## src/rtl/io_bus_host_pkg.sv

```systemverilog
// Shared types and defaults for the io_bus_host byte-exchange peripheral.
package io_bus_host_pkg;

  typedef enum logic {
    IDLE = 1'b0,
    ACK  = 1'b1
  } state_e;

  localparam int         DEPTH_DEF = 4;
  localparam logic [7:0] FILL_DEF  = 8'h00;

  // Occupancy counters need one more bit than the pointers so "full" is representable.
  function automatic int clog2p1(input int depth);
    return $clog2(depth) + 1;
  endfunction

endpackage

```

## src/rtl/io_bus_host_if.sv

```systemverilog
// Processor byte I/O port: four-phase request/acknowledge plus a byte in each direction.
interface io_bus_host_if;
  logic       hs_out;
  logic [7:0] bus_out;
  logic       hs_in;
  logic [7:0] bus_in;

  modport master (output hs_out, output bus_out, input hs_in, input bus_in);
  modport slave  (input hs_out, input bus_out, output hs_in, output bus_in);
endinterface

```

## src/rtl/io_bus_host_byte_fifo.sv

```systemverilog
// Synchronous byte FIFO; push/pop are qualified internally against full/empty.
module byte_fifo
  import io_bus_host_pkg::*;
#(
  parameter int DEPTH = DEPTH_DEF
) (
  input  logic                        g_clk,
  input  logic                        g_clr,
  input  logic                        push,
  input  logic [7:0]                  din,
  input  logic                        pop,
  output logic [7:0]                  dout,
  output logic                        full,
  output logic                        empty,
  output logic [clog2p1(DEPTH)-1:0]   count
);

  localparam int AW = $clog2(DEPTH);
  localparam int CW = clog2p1(DEPTH);

  logic [7:0]    mem_q [DEPTH];
  logic [7:0]    mem_d [DEPTH];
  logic [AW-1:0] wr_ptr_q, wr_ptr_d;
  logic [AW-1:0] rd_ptr_q, rd_ptr_d;
  logic [CW-1:0] count_q, count_d;
  logic          push_ok, pop_ok;

  assign full    = (count_q == CW'(DEPTH));
  assign empty   = (count_q == '0);
  assign count   = count_q;
  assign dout    = mem_q[rd_ptr_q];
  assign push_ok = push & ~full;
  assign pop_ok  = pop & ~empty;

  always_comb begin
    mem_d    = mem_q;
    wr_ptr_d = wr_ptr_q;
    rd_ptr_d = rd_ptr_q;
    count_d  = count_q;
    if (push_ok) begin
      mem_d[wr_ptr_q] = din;
      wr_ptr_d        = wr_ptr_q + AW'(1);
    end
    if (pop_ok) begin
      rd_ptr_d = rd_ptr_q + AW'(1);
    end
    case ({push_ok, pop_ok})
      2'b10:   count_d = count_q + CW'(1);
      2'b01:   count_d = count_q - CW'(1);
      default: count_d = count_q;
    endcase
  end

  always_ff @(posedge g_clk) begin
    if (g_clr) begin
      for (int i = 0; i < DEPTH; i++) mem_q[i] <= 8'h00;
      wr_ptr_q <= '0;
      rd_ptr_q <= '0;
      count_q  <= '0;
    end else begin
      mem_q    <= mem_d;
      wr_ptr_q <= wr_ptr_d;
      rd_ptr_q <= rd_ptr_d;
      count_q  <= count_d;
    end
  end

endmodule

```

## src/rtl/io_bus_host.sv

```systemverilog
// Byte I/O peripheral: each processor handshake swaps one byte between the RX and TX FIFOs.
// Optional irq output (TX has data) is built when IO_BUS_HOST_IRQ_EN is defined.
//
// state | meaning
// IDLE  | hs_in=0, waiting for hs_out with space in RX
// ACK   | hs_in=1, bus_in held, waiting for hs_out to drop
module io_bus_host
  import io_bus_host_pkg::*;
#(
  parameter int         DEPTH = DEPTH_DEF,
  parameter logic [7:0] FILL  = FILL_DEF
) (
  input  logic                       g_clk,
  input  logic                       g_clr,
  io_bus_host_if.slave               pbus,
  input  logic [7:0]                 tx_data,
  input  logic                       tx_valid,
  output logic                       tx_ready,
  output logic [7:0]                 rx_data,
  output logic                       rx_valid,
  input  logic                       rx_ready,
  output logic [clog2p1(DEPTH)-1:0]  tx_count,
  output logic [clog2p1(DEPTH)-1:0]  rx_count,
`ifdef IO_BUS_HOST_IRQ_EN
  output logic                       irq,
`endif
  output logic                       underrun
);

  state_e     state_q, state_d;
  logic       hs_in_q, hs_in_d;
  logic [7:0] bus_in_q, bus_in_d;
  logic       underrun_q, underrun_d;

  logic       tx_full, tx_empty, rx_full, rx_empty;
  logic [7:0] tx_head;
  logic       exchange;

  // rx_full comes from the registered count, so a same-cycle host pop cannot admit an exchange.
  assign exchange = (state_q == IDLE) && pbus.hs_out && !rx_full;

  byte_fifo #(.DEPTH(DEPTH)) u_tx_fifo (
    .g_clk (g_clk),
    .g_clr (g_clr),
    .push  (tx_valid),
    .din   (tx_data),
    .pop   (exchange),
    .dout  (tx_head),
    .full  (tx_full),
    .empty (tx_empty),
    .count (tx_count)
  );

  byte_fifo #(.DEPTH(DEPTH)) u_rx_fifo (
    .g_clk (g_clk),
    .g_clr (g_clr),
    .push  (exchange),
    .din   (pbus.bus_out),
    .pop   (rx_ready),
    .dout  (rx_data),
    .full  (rx_full),
    .empty (rx_empty),
    .count (rx_count)
  );

  always_comb begin
    state_d    = state_q;
    hs_in_d    = hs_in_q;
    bus_in_d   = bus_in_q;
    underrun_d = 1'b0;
    case (state_q)
      IDLE: begin
        if (exchange) begin
          state_d    = ACK;
          hs_in_d    = 1'b1;
          bus_in_d   = tx_empty ? FILL : tx_head;
          underrun_d = tx_empty;
        end
      end
      ACK: begin
        if (!pbus.hs_out) begin
          state_d = IDLE;
          hs_in_d = 1'b0;
        end
      end
      default: begin
        state_d = IDLE;
        hs_in_d = 1'b0;
      end
    endcase
  end

  always_ff @(posedge g_clk) begin
    if (g_clr) begin
      state_q    <= IDLE;
      hs_in_q    <= 1'b0;
      bus_in_q   <= 8'h00;
      underrun_q <= 1'b0;
    end else begin
      state_q    <= state_d;
      hs_in_q    <= hs_in_d;
      bus_in_q   <= bus_in_d;
      underrun_q <= underrun_d;
    end
  end

  assign pbus.hs_in  = hs_in_q;
  assign pbus.bus_in = bus_in_q;
  assign underrun    = underrun_q;
  assign tx_ready    = ~tx_full;
  assign rx_valid    = ~rx_empty;

`ifdef IO_BUS_HOST_IRQ_EN
  logic irq_q, irq_d;

  assign irq_d = (tx_count != '0);

  always_ff @(posedge g_clk) begin
    if (g_clr) irq_q <= 1'b0;
    else       irq_q <= irq_d;
  end

  assign irq = irq_q;
`else
  // Without the interrupt option the TX occupancy is only visible through tx_count.
`endif

endmodule

```

## src/flat_wrapper.sv

```systemverilog
// flat-port wrapper written by rule: the top's interface ports become plain ports
module io_bus_host_flat import io_bus_host_pkg::*;
#(
  parameter int         DEPTH = DEPTH_DEF,
  parameter logic [7:0] FILL  = FILL_DEF
)
  (g_clk, g_clr, tx_data, tx_valid, tx_ready, rx_data, rx_valid, rx_ready, tx_count, rx_count, underrun, pbus_hs_out, pbus_bus_out, pbus_hs_in, pbus_bus_in);
  io_bus_host_if pbus_i ();
  input  logic g_clk;
  input  logic g_clr;
  input  logic [7:0] tx_data;
  input  logic tx_valid;
  output logic tx_ready;
  output logic [7:0] rx_data;
  output logic rx_valid;
  input  logic rx_ready;
  output logic [clog2p1(DEPTH)-1:0] tx_count;
  output logic [clog2p1(DEPTH)-1:0] rx_count;
  output logic underrun;
  input wire logic [$bits(pbus_i.hs_out)-1:0] pbus_hs_out;
  input wire logic [$bits(pbus_i.bus_out)-1:0] pbus_bus_out;
  output wire logic [$bits(pbus_i.hs_in)-1:0] pbus_hs_in;
  output wire logic [$bits(pbus_i.bus_in)-1:0] pbus_bus_in;
  assign pbus_i.hs_out = pbus_hs_out;
  assign pbus_i.bus_out = pbus_bus_out;
  assign pbus_hs_in = pbus_i.hs_in;
  assign pbus_bus_in = pbus_i.bus_in;
  io_bus_host #(.DEPTH(DEPTH), .FILL(FILL)) u_core (.g_clk(g_clk), .g_clr(g_clr), .pbus(pbus_i), .tx_data(tx_data), .tx_valid(tx_valid), .tx_ready(tx_ready), .rx_data(rx_data), .rx_valid(rx_valid), .rx_ready(rx_ready), .tx_count(tx_count), .rx_count(rx_count), .underrun(underrun));
endmodule
```

## config.mk

```make
export PLATFORM = sky130hd
export DESIGN_NAME = io_bus_host_flat
export DESIGN_NICKNAME = d
export VERILOG_FILES = /design/src/rtl/io_bus_host_pkg.sv /design/src/rtl/io_bus_host_if.sv /design/src/rtl/io_bus_host_byte_fifo.sv /design/src/rtl/io_bus_host.sv /design/src/flat_wrapper.sv
export SDC_FILE = /design/constraint.sdc
export NUM_CORES = 1
export LEC_CHECK = 0
export BUFFER_PORTS_ARGS = -buffer_cell sky130_fd_sc_hd__buf_4
export CAP_MARGIN = 30
export CORE_UTILIZATION = 40
export CTS_BUF_LIST = sky130_fd_sc_hd__clkbuf_2 sky130_fd_sc_hd__clkbuf_4 sky130_fd_sc_hd__clkbuf_8
export DETAILED_ROUTE_END_ITERATION = 10
export HOLD_SLACK_MARGIN = 0.03
export PLACE_DENSITY = 0.69
export SLEW_MARGIN = 15
export SYNTH_ARGS = -nofsm -noshare
export SYNTH_HDL_FRONTEND = slang
export SYNTH_SLANG_ARGS = --single-unit
```

## constraint.sdc

```tcl
create_clock -name g_clk -period 2.5 [get_ports g_clk]
set_clock_uncertainty 0.1 [all_clocks]
set_input_delay 0.25 -clock g_clk [delete_from_list [all_inputs] [get_ports g_clk]]
set_output_delay 0.25 -clock g_clk [all_outputs]
set_load 0.01 [all_outputs]
```

==> results.ini <==
[critical_path]
startpoint_type = register
worstPathMaxFanout = 6
timing.rr.start = u_core.u_tx_fifo.count[2]
crit_arrival_ns = 2.56
end_kind = register
critPathLaunch = u_core.u_tx_fifo.count[2]
path_class = reg2reg
crit_required_ns = 2.70

[sta]
finalCritPeriodShare_pct = 94.4
rsz0062_at_grt = no
fin_hold_ws_ns = 0.0421
worstMarginPinSlew_ns = 0.785
hold_viol = 0
max_freq_mhz = 424
min_period_ns = 2.36
final.setup.tns_ns = 0
drv_slew = 0
finalSetupViolations = 0
relSlewSlack_pct = 47.6

[logic_synthesis]
syn_avg_cell_area_um2 = 10.4
synth_nets = 417
ys_warn_count = 0
yosysSeqAreaShare_pct = 44.5
syn_inst = 384
syn_area_um2 = 4000
yosys_register_bits = 89
synthDistinctLibCells = 41

[global_route]
grt_pass1_wl_um = 14600
grt_util_met2_pct = 28.9
grt_pass1_vias = 2980
busiest_layer = met2
globalRouteTotalUtil_pct = 18.5
gr-usage-met1_pct = 24.6
antenna_found_initial = 0
grt_max_degree = 50
grt-ovfl-total = 0
grt_use_met3_pct = 4.04

[layout]
drive_gt1_share_pct = 28.4
mostFrequentLayoutCells = dfxtp_1 (86), buf_4 (62), nand2_1 (50), mux2i_1 (40), a21oi_1 (19)
fin_cells = 569
syn2layout_area_growth_pct = 17.2
antenna_cells = 0
fillerInstances = 895
utilization_pct = 48.2
finalNetCount = 464
mostFrequentLayoutCell = dfxtp_1

[detailed_routing]
via_per_inst = 5.43
drt-wirelength-per-cell_um = 16.0
detail-route-antenna-nets = 0
drtIter0Drc = 134
routed_wl_um = 9080
first_pass_iters = 4
via_count = 3089
drc = 0

[floorplanning]
die_area_um2 = 10400
die_h_um = 102
num_io_pins = 47
initial_core_util_pct = 41.1
num_rows = 36
die_w_um = 102
core_um2 = 9730

[power_and_ir_drop]
p_leak_nw = 1.98
vdd_drop_max_uv = 542
p_per_area_nw_per_um2 = 816
power.total_mw = 3.83

[place]
placed_cells = 553
dp_hpwl_um = 5990
portBuffers = 46
place.gp.congestion = 0.787

[min_path]
hold_path.class = in2reg
hp-start = pbus_bus_out[2]

[clock_tree]
clk_latency_ns = 0.37
postCtsHoldBufs = 0
clockBufferDepth = 2
cts_made_buffers = 9
cts_tree = built
htree_levels = 3
cts_sinks = 89
path_clk_slew_ns = 0.09
cts-root-buf = clkbuf_8

[run_status]
run_status = completed

[job]
cap_violations = 0

timing repair:
action,CTS,global route
resized for setup,0,1
setup buffers,0,0
endpoints found under the setup margin,0,1
flip-flops by register name, summed over array words and instances (netlist names):
| signal | count |
|---|---|
| u_core.u_rx_fifo.mem_q | 32 |
| u_core.u_tx_fifo.mem_q | 32 |
| u_core.pbus.bus_in | 8 |
| u_core.u_rx_fifo.count | 3 |
| u_core.u_tx_fifo.count | 3 |
| u_core.u_rx_fifo.rd_ptr_q | 2 |
| u_core.u_rx_fifo.wr_ptr_q | 2 |
| u_core.u_tx_fifo.rd_ptr_q | 2 |
| u_core.u_tx_fifo.wr_ptr_q | 2 |
| u_core.pbus.hs_in | 1 |
| u_core.state_q | 1 |
| u_core.underrun | 1 |
critical path, stage by stage (launching register included):
cell     delay, ns
dfxtp_2       0.38
or3b_1        0.38
nand2_1       0.09
ha_1          0.19
inv_1         0.06
fa_1          0.37
xor2_1        0.16
or3_2         0.41
a21oi_1       0.14
final cells by class:
class	instances	area (µm²)	area share (%)
Timing Repair Buffer	62	465	9.93
Clock buffer	10	138	2.93
Tap cell	133	166	3.55
Inverter	14	52.6	1.12
Multi-Input combinational cell	255	2040	43.5
Sequential cell	89	1790	38.1
Clock inverter	6	43.8	0.934
synth_stat cells, drive strengths merged:
| cell | count | area (µm²) |
|---|---|---|
| and3b | 1 | 8.76 |
| xnor2 | 1 | 8.76 |
| a32o | 8 | 80.1 |
| or3b | 2 | 17.5 |
| and3 | 1 | 11.3 |
| clkbuf | 16 | 60.1 |
| mux2i | 40 | 400 |
| nor2b | 1 | 6.26 |
| a21oi | 19 | 95.1 |
| o31ai | 3 | 22.5 |
| a21o | 2 | 17.5 |
| nand2 | 50 | 188 |
| buf | 10 | 68.8 |
| nor2 | 9 | 33.8 |
| or3 | 3 | 20.0 |
| nand2b | 9 | 56.3 |
| inv | 14 | 52.6 |
| nor3b | 2 | 20.0 |
| mux4 | 16 | 360 |
| nor4 | 17 | 113 |
| nand3b | 1 | 7.51 |
| nand3 | 18 | 110 |
| xor2 | 5 | 43.8 |
| o311ai | 1 | 8.76 |
| ha | 10 | 125 |
| o21ai | 13 | 65.1 |
| or4 | 2 | 15.0 |
| dfxtp | 89 | 1780 |
| o211a | 1 | 10.0 |
| fa | 2 | 40.0 |
| nor3 | 1 | 5.00 |
| a31o | 16 | 140 |
| o31a | 1 | 8.76 |
cell families (layout without fill, tap and decap cells):
family	Yosys count	after routing	share of synthesized area, %
flip-flops	89	89	44.5
buffers and inverters	40	92	4.53
adder cells (fa/ha/maj)	12	12	4.13
AND/OR/NAND/NOR	117	117	15.3
XOR/XNOR	6	6	1.31
multiplexers	56	56	19.0
AO/OA/AOI/OAI	64	64	11.2
final timing paths:
| kind | end | slack, ns | cells past startpoint |
|---|---|---|---|
| setup / recovery | u_core.u_tx_fifo.count[2] | 0.14 | 8 |
| hold / removal | u_core.u_rx_fifo.mem_q[2] | 0.04 | 3 |
| setup reg to reg | u_core.u_tx_fifo.count[2] | 0.14 | 8 |
| hold reg to reg | u_core.u_tx_fifo.mem_q[2] | 0.36 | 2 |
through the flow:
stage	setup slack, ns	cell area (µm²)
after floorplan	0.0114	4010
after global routing	0.0374	4690
final	0.140	4690
after CTS	0.0741	4690
after detailed placement	0.0953	4510
after global placement	0.234	4510
report_power, final:
group          switching (mW)  internal [mW]  leakage (nW)
clock network           0.527          0.390        0.0922
logic                   0.592          0.587          1.16
registers               0.165           1.56         0.724
total                    1.28           2.54          1.98
routing by layer:
layer / vias to the layer above / part of all wire [%]
met3: 14 / 4.8
met4: 0 / 1.7
li1: 1486 / -
met5: - / 0
met2: 68 / 47
met1: 1521 / 46
Power figures use the tool's default switching activity.
